## src/rtl/sample_seq_pkg.sv

```systemverilog
// Shared types and constants for the sample sequencer: FSM encoding,
// the WAIT_BUSY handshake limit and a saturating counter helper.
package sample_seq_pkg;

  typedef enum logic [1:0] {
    ST_IDLE      = 2'd0,
    ST_WAIT_BUSY = 2'd1,
    ST_WAIT_DONE = 2'd2,
    ST_CAPTURE   = 2'd3
  } seq_state_t;

  // Cycles after the in_valid pulse that the pipeline may keep ready high.
  localparam int unsigned WAIT_BUSY_LIMIT = 3;

  function automatic logic [15:0] sat_inc16(input logic [15:0] v);
    return (v == 16'hFFFF) ? v : v + 16'd1;
  endfunction

endpackage

```

## src/rtl/sample_fifo.sv

```systemverilog
// Single-clock sample FIFO with push/pop/flush, full/empty flags and the head
// entry presented straight from the storage registers. Depth must be a power of two.
module sample_fifo #(
  parameter int unsigned data_width = 16,
  parameter int unsigned fifo_depth = 4
) (
  input  logic                  clk,
  input  logic                  rst_n,
  input  logic                  i_flush,
  input  logic                  i_push,
  input  logic                  i_pop,
  input  logic [data_width-1:0] i_data,
  output logic [data_width-1:0] o_head,
  output logic                  o_full,
  output logic                  o_empty
);

  localparam int unsigned AW   = (fifo_depth > 1) ? $clog2(fifo_depth) : 1;
  localparam int unsigned CNTW = AW + 1;
  localparam logic [CNTW-1:0] FULL_CNT = CNTW'(fifo_depth);

  logic [data_width-1:0] r_mem [fifo_depth];
  logic [AW-1:0]         r_wr_ptr;
  logic [AW-1:0]         r_rd_ptr;
  logic [CNTW-1:0]       r_count;
  logic                  w_do_push;
  logic                  w_do_pop;

  assign o_empty   = (r_count == '0);
  assign o_full    = (r_count == FULL_CNT);
  assign o_head    = r_mem[r_rd_ptr];
  assign w_do_pop  = i_pop && !o_empty && !i_flush;
  // A full FIFO still accepts a push when the head leaves in the same cycle.
  assign w_do_push = i_push && !i_flush && (!o_full || w_do_pop);

  always_ff @(posedge clk) begin
    if (w_do_push) begin
      r_mem[r_wr_ptr] <= i_data;
    end
  end

  always_ff @(posedge clk or negedge rst_n) begin
    if (!rst_n) begin
      r_wr_ptr <= '0;
      r_rd_ptr <= '0;
      r_count  <= '0;
    end else if (i_flush) begin
      r_wr_ptr <= '0;
      r_rd_ptr <= '0;
      r_count  <= '0;
    end else begin
      if (w_do_push) begin
        r_wr_ptr <= r_wr_ptr + 1'b1;
      end
      if (w_do_pop) begin
        r_rd_ptr <= r_rd_ptr + 1'b1;
      end
      case ({w_do_push, w_do_pop})
        2'b10:   r_count <= r_count + 1'b1;
        2'b01:   r_count <= r_count - 1'b1;
        default: r_count <= r_count;
      endcase
    end
  end

endmodule

```

## src/rtl/sample_sequencer.sv

```systemverilog
// Feeds buffered ADC samples to dsp_pipeline one at a time, tracks its ready
// handshake and registers the result for the DAC. Macro: SAMPLE_SEQ_TIMEOUT_BYPASS_EN.
module sample_sequencer
  import sample_seq_pkg::*;
#(
  parameter int unsigned data_width     = 16,
  parameter int unsigned fifo_depth     = 4,
  parameter int unsigned timeout_cycles = 4096
) (
  input  logic                  clk,
  input  logic                  reset,
  input  logic                  enable,
  input  logic [data_width-1:0] adc_sample,
  input  logic                  adc_valid,
  output logic [data_width-1:0] pipe_in_sample,
  output logic                  pipe_in_valid,
  input  logic                  pipe_ready,
  input  logic [data_width-1:0] pipe_out_sample,
  output logic [data_width-1:0] dac_sample,
  output logic                  dac_valid,
  output logic [15:0]           overrun_count,
  output logic                  timeout_flag,
  output logic                  busy,
  output logic [1:0]            dbg_state
);

  localparam int unsigned CW = $clog2(timeout_cycles + 1);
  localparam logic [CW-1:0] TO_LIMIT   = CW'(timeout_cycles);
  localparam logic [CW-1:0] BUSY_LIMIT = CW'(WAIT_BUSY_LIMIT);

  logic [1:0]            r_rst_sync;
  logic                  w_rst_n;
  seq_state_t            r_state;
  seq_state_t            w_state_next;
  logic [CW-1:0]         r_cnt;
  logic [CW-1:0]         w_cnt_next;
  logic                  w_launch;
  logic                  w_capture;
  logic                  w_to_path;
  logic                  w_to_set;
  logic [data_width-1:0] r_last_sent;
  logic [data_width-1:0] r_dac;
  logic                  r_dac_valid;
  logic [15:0]           r_overrun;
  logic                  r_timeout;
  logic                  w_push_req;
  logic                  w_fifo_full;
  logic                  w_fifo_empty;
  logic [data_width-1:0] w_fifo_head;
  logic [data_width-1:0] w_capture_data;

  // Reset asserts asynchronously; release reaches the logic two edges later.
  always_ff @(posedge clk or negedge reset) begin
    if (!reset) begin
      r_rst_sync <= 2'b00;
    end else begin
      r_rst_sync <= {r_rst_sync[0], 1'b1};
    end
  end
  assign w_rst_n = r_rst_sync[1];

  assign w_push_req = adc_valid && enable;

  sample_fifo #(
    .data_width (data_width),
    .fifo_depth (fifo_depth)
  ) u_fifo (
    .clk     (clk),
    .rst_n   (w_rst_n),
    .i_flush (!enable),
    .i_push  (w_push_req),
    .i_pop   (w_launch),
    .i_data  (adc_sample),
    .o_head  (w_fifo_head),
    .o_full  (w_fifo_full),
    .o_empty (w_fifo_empty)
  );

  always_comb begin
    w_state_next = r_state;
    w_cnt_next   = r_cnt;
    w_launch     = 1'b0;
    w_capture    = 1'b0;
    w_to_path    = 1'b0;
    w_to_set     = 1'b0;
    unique case (r_state)
      ST_IDLE: begin
        if (!w_fifo_empty && pipe_ready && enable) begin
          w_launch     = 1'b1;
          w_cnt_next   = CW'(1);
          w_state_next = ST_WAIT_BUSY;
        end
      end
      ST_WAIT_BUSY: begin
        if (!pipe_ready) begin
          w_cnt_next   = CW'(1);
          w_state_next = ST_WAIT_DONE;
        end else if (r_cnt >= BUSY_LIMIT) begin
          // Pipeline never acknowledged: flag it, still close the frame.
          w_to_set     = 1'b1;
          w_capture    = 1'b1;
          w_state_next = ST_CAPTURE;
        end else begin
          w_cnt_next = r_cnt + 1'b1;
        end
      end
      ST_WAIT_DONE: begin
        if (pipe_ready) begin
          w_capture    = 1'b1;
          w_state_next = ST_CAPTURE;
        end else if (r_cnt >= TO_LIMIT) begin
          w_to_set     = 1'b1;
          w_to_path    = 1'b1;
          w_capture    = 1'b1;
          w_state_next = ST_CAPTURE;
        end else begin
          w_cnt_next = r_cnt + 1'b1;
        end
      end
      ST_CAPTURE: begin
        w_state_next = ST_IDLE;
      end
      default: begin
        w_state_next = ST_IDLE;
      end
    endcase
  end

  always_ff @(posedge clk or negedge w_rst_n) begin
    if (!w_rst_n) begin
      r_state     <= ST_IDLE;
      r_cnt       <= '0;
      r_last_sent <= '0;
      r_timeout   <= 1'b0;
      r_overrun   <= '0;
    end else begin
      r_state <= w_state_next;
      r_cnt   <= w_cnt_next;
      if (w_launch) begin
        r_last_sent <= w_fifo_head;
      end
      if (w_to_set) begin
        r_timeout <= 1'b1;
      end
      if (w_push_req && w_fifo_full && !w_launch) begin
        r_overrun <= sat_inc16(r_overrun);
      end
    end
  end

`ifdef SAMPLE_SEQ_TIMEOUT_BYPASS_EN
  assign w_capture_data = w_to_path ? r_last_sent : pipe_out_sample;
`else
  assign w_capture_data = w_to_path ? r_dac : pipe_out_sample;
`endif

  // The capture is registered on the transition into CAPTURE so dac_valid
  // appears the cycle after ready is seen; a bypass strobe takes precedence.
  always_ff @(posedge clk or negedge w_rst_n) begin
    if (!w_rst_n) begin
      r_dac       <= '0;
      r_dac_valid <= 1'b0;
    end else begin
      r_dac_valid <= 1'b0;
      if (adc_valid && !enable) begin
        r_dac       <= adc_sample;
        r_dac_valid <= 1'b1;
      end else if (w_capture) begin
        r_dac       <= w_capture_data;
        r_dac_valid <= 1'b1;
      end
    end
  end

  assign pipe_in_valid  = w_launch;
  assign pipe_in_sample = w_launch ? w_fifo_head : r_last_sent;
  assign dac_sample     = r_dac;
  assign dac_valid      = r_dac_valid;
  assign overrun_count  = r_overrun;
  assign timeout_flag   = r_timeout;
  assign busy           = (r_state != ST_IDLE) || !w_fifo_empty;
  assign dbg_state      = r_state;

endmodule
```

## config.mk

```make
export PLATFORM = sky130hd
export DESIGN_NAME = sample_sequencer
export DESIGN_NICKNAME = d
export VERILOG_FILES = /design/src/rtl/sample_seq_pkg.sv /design/src/rtl/sample_fifo.sv /design/src/rtl/sample_sequencer.sv
export SDC_FILE = /design/constraint.sdc
export NUM_CORES = 1
export LEC_CHECK = 0
export CAP_MARGIN = 40
export CORE_MARGIN = 1
export CORE_UTILIZATION = 40
export CTS_CLUSTER_DIAMETER = 100
export DETAILED_ROUTE_END_ITERATION = 8
export GPL_TIMING_DRIVEN = 0
export SYNTH_ARGS = -nofsm -noshare
export SYNTH_HDL_FRONTEND = slang
export SYNTH_SLANG_ARGS = --single-unit
```

## constraint.sdc

```tcl
create_clock -name clk -period 2.9 [get_ports clk]
set_clock_uncertainty 0.05 [all_clocks]
set_input_delay 0.435 -clock clk [delete_from_list [all_inputs] [get_ports clk]]
set_output_delay 0.435 -clock clk [all_outputs]
set_load 0.05 [all_outputs]
```

Yosys cells after proc, flatten, opt, wreduce, memory -nomap -nowiden
Memories as Yosys holds them, arrays and structs flattened.
Index checks and enable logic that the tools add are counted.
{ "word_totals": {"out_inout_bits": 54, "ramBits": 64, "inputBits": 37, "reg_bits": 74, "memories": 1} }
{ "memory_table": {"columns": ["memory", "depth", "width", "read_ports", "rd_clocked_by_memory_dff", "wr", "line_no", "text"], "rows": [
  ["u_fifo.r_mem", 4, 16, 1, 0, 1, "sample_fifo.sv:22", "logic [data_width-1:0] r_mem [fifo_depth];"]
]} }
{ "op_classes": {"reduce_logical": 25, "add_sub_neg": 6, "magnitude_cmp": 2, "n_mux": 36, "bitwise": 1, "n_eq_ne": 17} }
{ "ops": {"columns": ["op", "n"], "rows": [
  ["$mux W13", 5],
  ["$mux W16", 4],
  ["$pmux W13 S3", 1],
  ["$mux W2", 9],
  ["$add A16 B1 Y16 const B", 1],
  ["$eq A16 B16 Y1 const B", 1],
  ["$add A13 B1 Y13 const B", 1],
  ["$ge A13 B13 Y1 const B", 1],
  ["$ge A13 B2 Y1 const B", 1],
  ["$mux W1", 12],
  ["$logic_and A1 B1 Y1", 10],
  ["$ne A3 B3 Y1 const B", 3],
  ["$pmux W2 S4", 1],
  ["$eq A2 B2 Y1 const B", 3],
  ["$ne A2 B1 Y1 const B", 3],
  ["$ne A2 B2 Y1 const B", 3],
  ["$pmux W3 S2", 1],
  ["$reduce_and A5 Y1", 1],
  ["$add A2 B1 Y2 const B", 2],
  ["$eq A2 B1 Y1 const B", 2],
  ["$logic_not A1 Y1", 4],
  ["$pmux W1 S2", 2],
  ["$reduce_and A2 Y1", 2],
  ["$reduce_bool A2 Y1", 2],
  ["other kinds (11)", 12]
]} }

Logic depth before layout (Yosys ltp)
{ "depth": {"depth_word": 13, "depth_mapped": 11, "mapped_depth_nobuf": 10} }

Modules after synthesis
From an unflattened synthesis, not the netlist that was laid out.
{ "hier_totals": {"cells_unflattened": 484, "area_unflattened_um2": 6154.7} }
{ "by_module_without_submodules": {"columns": ["mod", "area_each_um2", "cells_each", "seq_area_each_um2", "n_inst"], "rows": [
  ["sample_sequencer", 3286.9, 336, 1676.6, 1],
  ["sample_fifo", 2867.8, 148, 2097.0, 1]
]} }

Worst setup path after synthesis
No wires, ideal clock.
{ "synth_path": {"path_kind": "reg-to-output", "startpoint": "register r_state[0], in the netlist dbg_state[0]", "endpoint": "output port pipe_in_sample[10]", "t_arrival_ps": 2597, "path_stages_with_launch": 9, "path_slack_ps": -182, "t_required_ps": 2415, "n_path_buf": 1, "cell_sequence": "dfrtp_1 inv_1 ha_1 and3_1 nand2b_1 clkinv_1 clkbuf_1 nand2_1 nand2_1"} }
{ "synth_between": {"elab_chain_cells": 3} }
{ "synth_lines": {"columns": ["item", "line_no", "text"], "rows": [
  ["start: declaration", "sample_sequencer.sv:33", "seq_state_t r_state;"],
  ["start signal: assignment", "sample_sequencer.sv:137", "r_state <= w_state_next;"],
  ["$logic_not A2 Y1", "sample_sequencer.sv:86", "unique case (r_state)"],
  ["$mux W1", "sample_sequencer.sv:86", null],
  ["via pipe_in_valid", "sample_sequencer.sv:16", "output logic pipe_in_valid,"],
  ["$mux W16", null, null],
  ["end: declaration", "sample_sequencer.sv:15", "output logic [data_width-1:0] pipe_in_sample,"]
]} }
The timed path passes the listed nets, and every way through them passes these cells.

Worst setup path in the final report
{ "layout_path": {"startpoint": "register u_fifo.r_rd_ptr[1]", "endpoint": "output port pipe_in_sample[13]"} }
{ "layout_between": {"elab_chain_cells": 2} }
{ "layout_lines": {"columns": ["item", "line_no", "text"], "rows": [
  ["start: declaration", "sample_fifo.sv:24", "logic [AW-1:0] r_rd_ptr;"],
  ["start signal: assignment", "sample_fifo.sv:56", "r_rd_ptr <= r_rd_ptr + 1'b1;"],
  ["$mem_v2 Z4 W16", null, null],
  ["$mux W16", null, null]
]} }
Every way passes these cells.

==> impl_metrics.env <==
export IMPL_hold_violations=0
export IMPL_synth_cells=467
export IMPL_yosysTopAreaCellShare_pct=32.0
export IMPL_worstPathArrival_ps=2260
export IMPL_design_die_area_um2=15500
export IMPL_hp_class="reg2async"
export IMPL_run_status="completed"
export IMPL_synth_enable_flop_cells=64
export IMPL_critPathSlowestCell="clkbuf_1"
export IMPL_rsz0062_at_grt="false"
export IMPL_cap_violations=0
export IMPL_floorplan_initialDensity_pct=41.1
export IMPL_path_common_cell="nand2_1"
export IMPL_ys_seq_area_share_pct=62.9
export IMPL_critical_path_endpoint_type="output pin"
export IMPL_route_antenna_remaining_nets=0
export IMPL_synth_cell_type_count=50
export IMPL_grt_max_degree=64
export IMPL_power_ir_vdd_worst_v=0.000414
export IMPL_sw_frac_of_total_pct=35.6
export IMPL_cts_root_buf="clkbuf_16"
export IMPL_main_combinational_cell_family_by_area_after_synthesis="simple AND/OR/NAND/NOR gates"
export IMPL_synth_top_cells_by_area="edfxtp_1 (32%), dfrtp_1 (31%), mux4_2 (6.0%), nand2_1 (4.3%), mux2i_1 (3.5%)"
export IMPL_synth_xor_area_share_pct=2.33
export IMPL_height_of_the_die_um=125
export IMPL_worst_setup_path_type="reg2out"
export IMPL_async_flop_share_pct=53.6
export IMPL_highest_signal_layer="met4"
export IMPL_routed_wl_met3_um=566
export IMPL_finalCriticalPeriod_ps=2750
export IMPL_final_hpwl_from_detailed_placement_mm=9.16
export IMPL_detail_route_wl_per_cell_um=16.9
export IMPL_slew_limit_headroom_pct=55.6
export IMPL_power_share_of_the_clock_group_pct=31.7
export IMPL_grt_antenna_before_repair=1
export IMPL_numCtsBuffers=17
export IMPL_ys_warnings_count=0
export IMPL_cts_hold_buf=0
export IMPL_gr_total_overflow=0
export IMPL_via_count_of_the_first_global_routing_pass=4116
export IMPL_finalMaxSlewViolations=0
export IMPL_clock_sink_count=138
export IMPL_filler_cell_count=1198
export IMPL_synth_common_cells="dfrtp_1 (74), nand2_1 (69), edfxtp_1 (64)"
export IMPL_critical_path_max_fanout=10
export IMPL_met2WireLength_mm=5.98
export IMPL_insertion_delay_ps=420
export IMPL_drc=0
export IMPL_power_static_leakage_nw=3.23
export IMPL_compound_gate_portion_of_the_synthesized_area_pct=6.88
export IMPL_final_seq_area_um2=3780
export IMPL_global_route_usage_sum_pct=18.0
export IMPL_synth_top_cell_by_area="edfxtp_1"
export IMPL_ctsHtreeMaxLevel=4
export IMPL_finalWeightedCongestion=0.826
export IMPL_power_switching_mw=2.62
export IMPL_tritoncts_clock_tree="built"
export IMPL_final_hold_worst_slack_ps=112
export IMPL_timing_critical_path_cells="clkbuf_1 > clkbuf_2 > mux4_2 > nand2_1 > nand2_1 > buf_4"
export IMPL_final_period_utilization_pct=94.7
export IMPL_setup_violations_final=0
export IMPL_report_power_total_mw=7.35
export IMPL_nets=629
export IMPL_routed_via_count=4042
export IMPL_met1_wl_mm=6.40
export IMPL_post_synth_fa_ha_maj_area_fraction_pct=2.63
export IMPL_detailedRoute_firstPassIterationCount=5
export IMPL_grt_pass1_wl_mm=21.5
export IMPL_timing_setup_tns_ps=0
export IMPL_achievable_frequency_ghz=0.364
export IMPL_synth_main_ff_cell="dfrtp_1"
export IMPL_drt_iter0_markers=308
export IMPL_synth_most_common_cell="dfrtp_1"
export IMPL_synthesis_nets=516
export IMPL_routed_via_density=5.20
export IMPL_share_of_cells_above_drive_strength_1_pct=15.5
export IMPL_multiInputGateArea_um2=2110
export IMPL_combinationalPowerShare_pct=34.1
export IMPL_synth_simple_area_share_pct=13.2
export IMPL_floorplan_io_pins=91
export IMPL_worstSetupStartpointType="flip-flop"
export IMPL_max_slew_worst_pin_slew_ps=661
export IMPL_clock_tree_buffer_depth=2
export IMPL_internal_power_mw=4.74
export IMPL_netlist_area_um2=6000
export IMPL_clk_transition_reported_paths_ps=60
export IMPL_postSynthAreaPerCell_um2=12.9
export IMPL_worst_ep_required_time_ps=2410
export IMPL_cts_setup_buffers=0
export IMPL_placement_rows=44
export IMPL_portBuffers=89
export IMPL_p_per_area_nw_per_um2=935
export IMPL_synth_mux_area_share_pct=9.88
export IMPL_crit_path_max_incr_delay_ps=410
export IMPL_chipWidth_um=125
export IMPL_postRouteWirelength_mm=13.2
export IMPL_layout_area_overhead_vs_synth_pct=31.1
export IMPL_post_place_ws_ps=-702
export IMPL_postSynthRegisterBits=138
export IMPL_power_sequential_fraction_pct=34.2
export IMPL_coreArea_um2=14600
export IMPL_finalWorstSetupSlack_ps=154
[critical path, delay by kind of cell, from the launching register on]
family        cells  cell delay [ps]
simple gates      2              160
flops             1              330
mux               1              380
buf+inv           3              980
[area by class of cell]
class | count | area share, %
plain buffers | 19 | 1.37
clock inverters | 14 | 2.56
flip-flops and latches | 138 | 48.0
clock buffers | 18 | 5.58
well taps | 184 | 2.93
inverters | 12 | 0.604
diodes | 1 | 0.0318
multi-input cells | 298 | 26.8
repair buffers | 94 | 12.1
[cells by family after synthesis]
group	Yosys count
DFF	138
and+or+nand+nor	164
adders and majority gates	12
buffers and inverters	31
other	1
muxes	39
AOI/OAI and AO/OA	66
xor gates and xnor gates	16
[cells in the final DEF, fill, tap and decap left out, types with 4 or more instances in the layout]
master / synthesis / final
nor2_1: 31 / 31
bufinv_16: 0 / 5
nor3_1: 4 / 4
edfxtp_1: 64 / 64
o31ai_1: 7 / 7
nand2b_1: 6 / 5
and2_1: 10 / 10
nand2_1: 69 / 69
clkinv_2: 0 / 4
xor2_1: 10 / 10
ha_1: 11 / 10
xnor2_1: 6 / 6
a21oi_1: 23 / 23
dfrtp_1: 74 / 71
o21ai_0: 18 / 18
clkdlybuf4s15_2: 0 / 6
and4_1: 5 / 5
buf_4: 0 / 11
nand3_1: 19 / 19
inv_1: 11 / 11
clkbuf_16: 0 / 17
clkdlybuf4s50_1: 0 / 72
mux4_2: 16 / 16
clkbuf_1: 13 / 10
mux2i_1: 21 / 21
[power by group through the flow]
stage / Combinational [mW] / Clock (mW) / Sequential (mW)
CTS: 2.51 / 2.37 / 2.52
finish: 2.50 / 2.33 / 2.52
global placement: 2.47 / 0 / 2.56
detailed placement: 2.53 / 0 / 2.55
floorplan: 1.28 / 0 / 2.97
global route: 2.67 / 2.46 / 2.56
[registers in the layout, indices dropped and copies added, names as in the netlist]
signal / count
r_last_sent: 16
r_cnt: 13
r_rst_sync: 2
u_fifo.r_mem: 64
dac_valid: 1
overrun_count: 16
timeout_flag: 1
dac_sample: 16
u_fifo.r_wr_ptr: 2
u_fifo.r_rd_ptr: 2
dbg_state: 2
u_fifo.r_count: 3
[per-layer routing]
metal | vias up | global-route usage (%)
li1 | 1914 | -
met1 | 2015 | 24.7
met5 | - | 0
met3 | 17 | 5.67
met4 | 0 | 6.09
met2 | 96 | 26.9
[path summary, 6_finish.rpt]
path | startpoint | end | slack (ps) | cells after the start
hold / removal | r_rst_sync[1] | dac_sample[8] | 110 | 0
setup / recovery | u_fifo.r_rd_ptr[1] | pipe_in_sample[13] | 150 | 6
hold reg to reg | r_rst_sync[1] | dac_sample[8] | 110 | 0
min in group clk | r_rst_sync[0] | r_rst_sync[1] | 300 | 0
setup reg to reg | r_cnt[0] | dac_sample[12] | 410 | 7
max in group asynchronous | r_rst_sync[1] | dbg_state[1] | 2130 | 1
[per-stage QoR]
step	cells	utilization, %	instance area (um2)
2_1_floorplan	467	-	6010
3_3_place_gp	740	48.9	7130
3_5_place_dp	745	49.4	7210
4_1_cts	777	53.8	7850
5_1_grt	778	53.9	7870
6_report	778	53.9	7870
[timing repair]
| item | in CTS | in global routing |
|---|---|---|
| pin swaps | 0 | 0 |
| hold endpoints to repair | 0 | 0 |
| cloned | 0 | 0 |
| setup endpoints to repair | 17 | 17 |
| resized for setup | 91 | 6 |
No activity file was read; power rests on OpenSTA's default activity.
==> patch, RTL diff (same settings) <==
The option `SAMPLE_SEQ_TIMEOUT_BYPASS_EN` is turned on by a define.
--- a/src/rtl/sample_sequencer.sv
+++ b/src/rtl/sample_sequencer.sv
@@ -2,2 +2,4 @@
 // handshake and registers the result for the DAC. Macro: SAMPLE_SEQ_TIMEOUT_BYPASS_EN.
+`define SAMPLE_SEQ_TIMEOUT_BYPASS_EN
+
 module sample_sequencer
Check against the original RTL: no difference found for any inputs over 10 cycles, from zero or initial values and one cycle with reset low; that may be too few to reach the edited logic, so the function may still have changed.
==> patch against the unedited design <==
  * Synthesized area grew 2.1%
  * Sequential cell count is the same
  * Critical path depth is the same
  * Wire length grew 8.7%
  * Worst setup slack lost 0.032 ns
  * Critical endpoint is now pipe_in_sample[10]
  * Non-clock buffer count grew 2
  * Total power grew 4.9%
  * Critical path type unchanged
  * Largest power group is now combinational cells
  * Cell area grew 2.4%
  * Largest cell class unchanged
==> patch: results (changes against the unedited design) <==
status: "finished, final reports clean"
synth_edf_count: 64  # unchanged
ys_types: 53  # +6.0%
synth.area.top_cells: "edfxtp_1, dfrtp_1, mux4_2"
power_mw: 7.71  # +4.9%
power.leakage_nw: 3.29  # +1.8%
grt_usage_pct: 19.7  # +1.7 points
pre_cts_slack_ns: -0.640  # +0.0615 ns
p_sw_mw: 2.82  # +7.8%
path_clk_slew_ns: 0.06  # about the same
synthesis.nets: 534  # +3.5%
fin_hold_ws_ns: 0.132  # +0.0203 ns
grtUsageMet3_pct: 4.84  # -0.83 points
worstSkewPairLatency_ns: 0.42  # about the same
ir_worst_vdd_mv: 0.687  # +66%
cp_data_arrival_time_ns: 2.29  # +0.03 ns
grt_max_degree: 54  # -16%
gp_congestion: 0.818  # -0.98%
dp_hpwl_um: 9670  # +5.6%
hold_path_class: "in2async"
worst_slew_pin_slew_ns: 0.878  # +0.217 ns
place_inst: 762  # +2.3%
antenna_found_initial: 0  # -1
synth_commonest_cells: "dfrtp_1, nand2_1, edfxtp_1"
grt_pass1_vias: 4491  # +9.1%
placed_area_um2: 7370  # +2.1%
portBuffers: 87  # -2.2%
drtIter0Drc: 241  # -22%
use_met2_pct: 30.7  # +3.8 points
layout_setup_ws_ns: 0.123  # -0.0318 ns
diodes: 0  # -1
seq_power_share_pct: 33.3  # -0.9 points
finish.net_count: 647  # +2.9%
final_layout_size_suffix_gt1_share_pct: 18.5  # +3.0 points
routedWlPerCell_um: 18.0  # +6.3%
timing.final.hold_violations: 0  # unchanged
drtPass1Iterations: 4  # -1
cts_made_buffers: 17  # unchanged
via_per_inst: 5.42  # +4.3%
grt_pass1_wl_um: 23700  # +10%
synth_most_common_cell: "dfrtp_1"
p_comb_mw: 2.65  # +6%
grt_util_met1_pct: 26.3  # +1.6 points
ys_seq_area_share_pct: 61.5  # -1.3 points
postSynthAreaPerCell_um2: 12.6  # -1.6%
reg2reg_slack_ns: 0.30  # -0.11 ns
route.vias.total: 4309  # +6.6%
## patch: final cells by class
cell class	count	area [um^2]
multi-input cells	316	2280
plain buffers	20	108
repair buffers	95	938
clock inverters	13	239
inverters	10	40.0
fillers	1298	6700
flip-flops and latches	138	3780
clock buffers	19	443
well taps	184	230
## patch: path summary, 6_finish.rpt
check,to,start,depth (start not counted)
worst min-delay path,r_rst_sync[1],reset,1
worst max register to register,dac_sample[11],dbg_state[1],8
worst min register to register,dac_sample[13],r_rst_sync[1],0
min in group clk,r_rst_sync[1],r_rst_sync[0],0
max in group asynchronous,u_fifo.r_wr_ptr[0],r_rst_sync[1],1
worst max-delay path,pipe_in_sample[10],u_fifo.r_rd_ptr[1],6
## patch: kinds of logic (layout without fill, tap and decap cells)
| kind of cell | count (synthesis) | count (layout) | share of synthesized area [%] |
|---|---|---|---|
| simple gates | 183 | 183 | 13.9 |
| flops | 138 | 138 | 61.5 |
| compound gates | 70 | 70 | 8.59 |
| mux | 36 | 36 | 9.20 |
| buf+inv | 31 | 157 | 2.10 |
| xor+xnor | 14 | 14 | 2.00 |
| fa+ha+maj | 12 | 12 | 2.57 |
| other cells | 1 | 1 | 0.0612 |
## patch: worst max-delay path, stage by stage, from the launching register on
cell	delay (ns)
dfrtp_1	0.32
clkbuf_1	0.45
clkbuf_2	0.38
mux4_2	0.36
nand2_1	0.12
nand2_2	0.06
buf_4	0.19
## patch: metal layers
layer  routed length [um]  vias to the layer above
met4                  231                        0
met5                    0                        -
met1                 6570                     2164
li1                     -                     2009
met3                  688                       18
met2                 6820                      118
## patch: repair_timing
action | CTS | global route
buffers inserted | 2 | 0
hold endpoints to repair | 0 | 0
endpoints found under the setup margin | 18 | 13
resized for setup | 108 | 3
hold buffers | 0 | 0
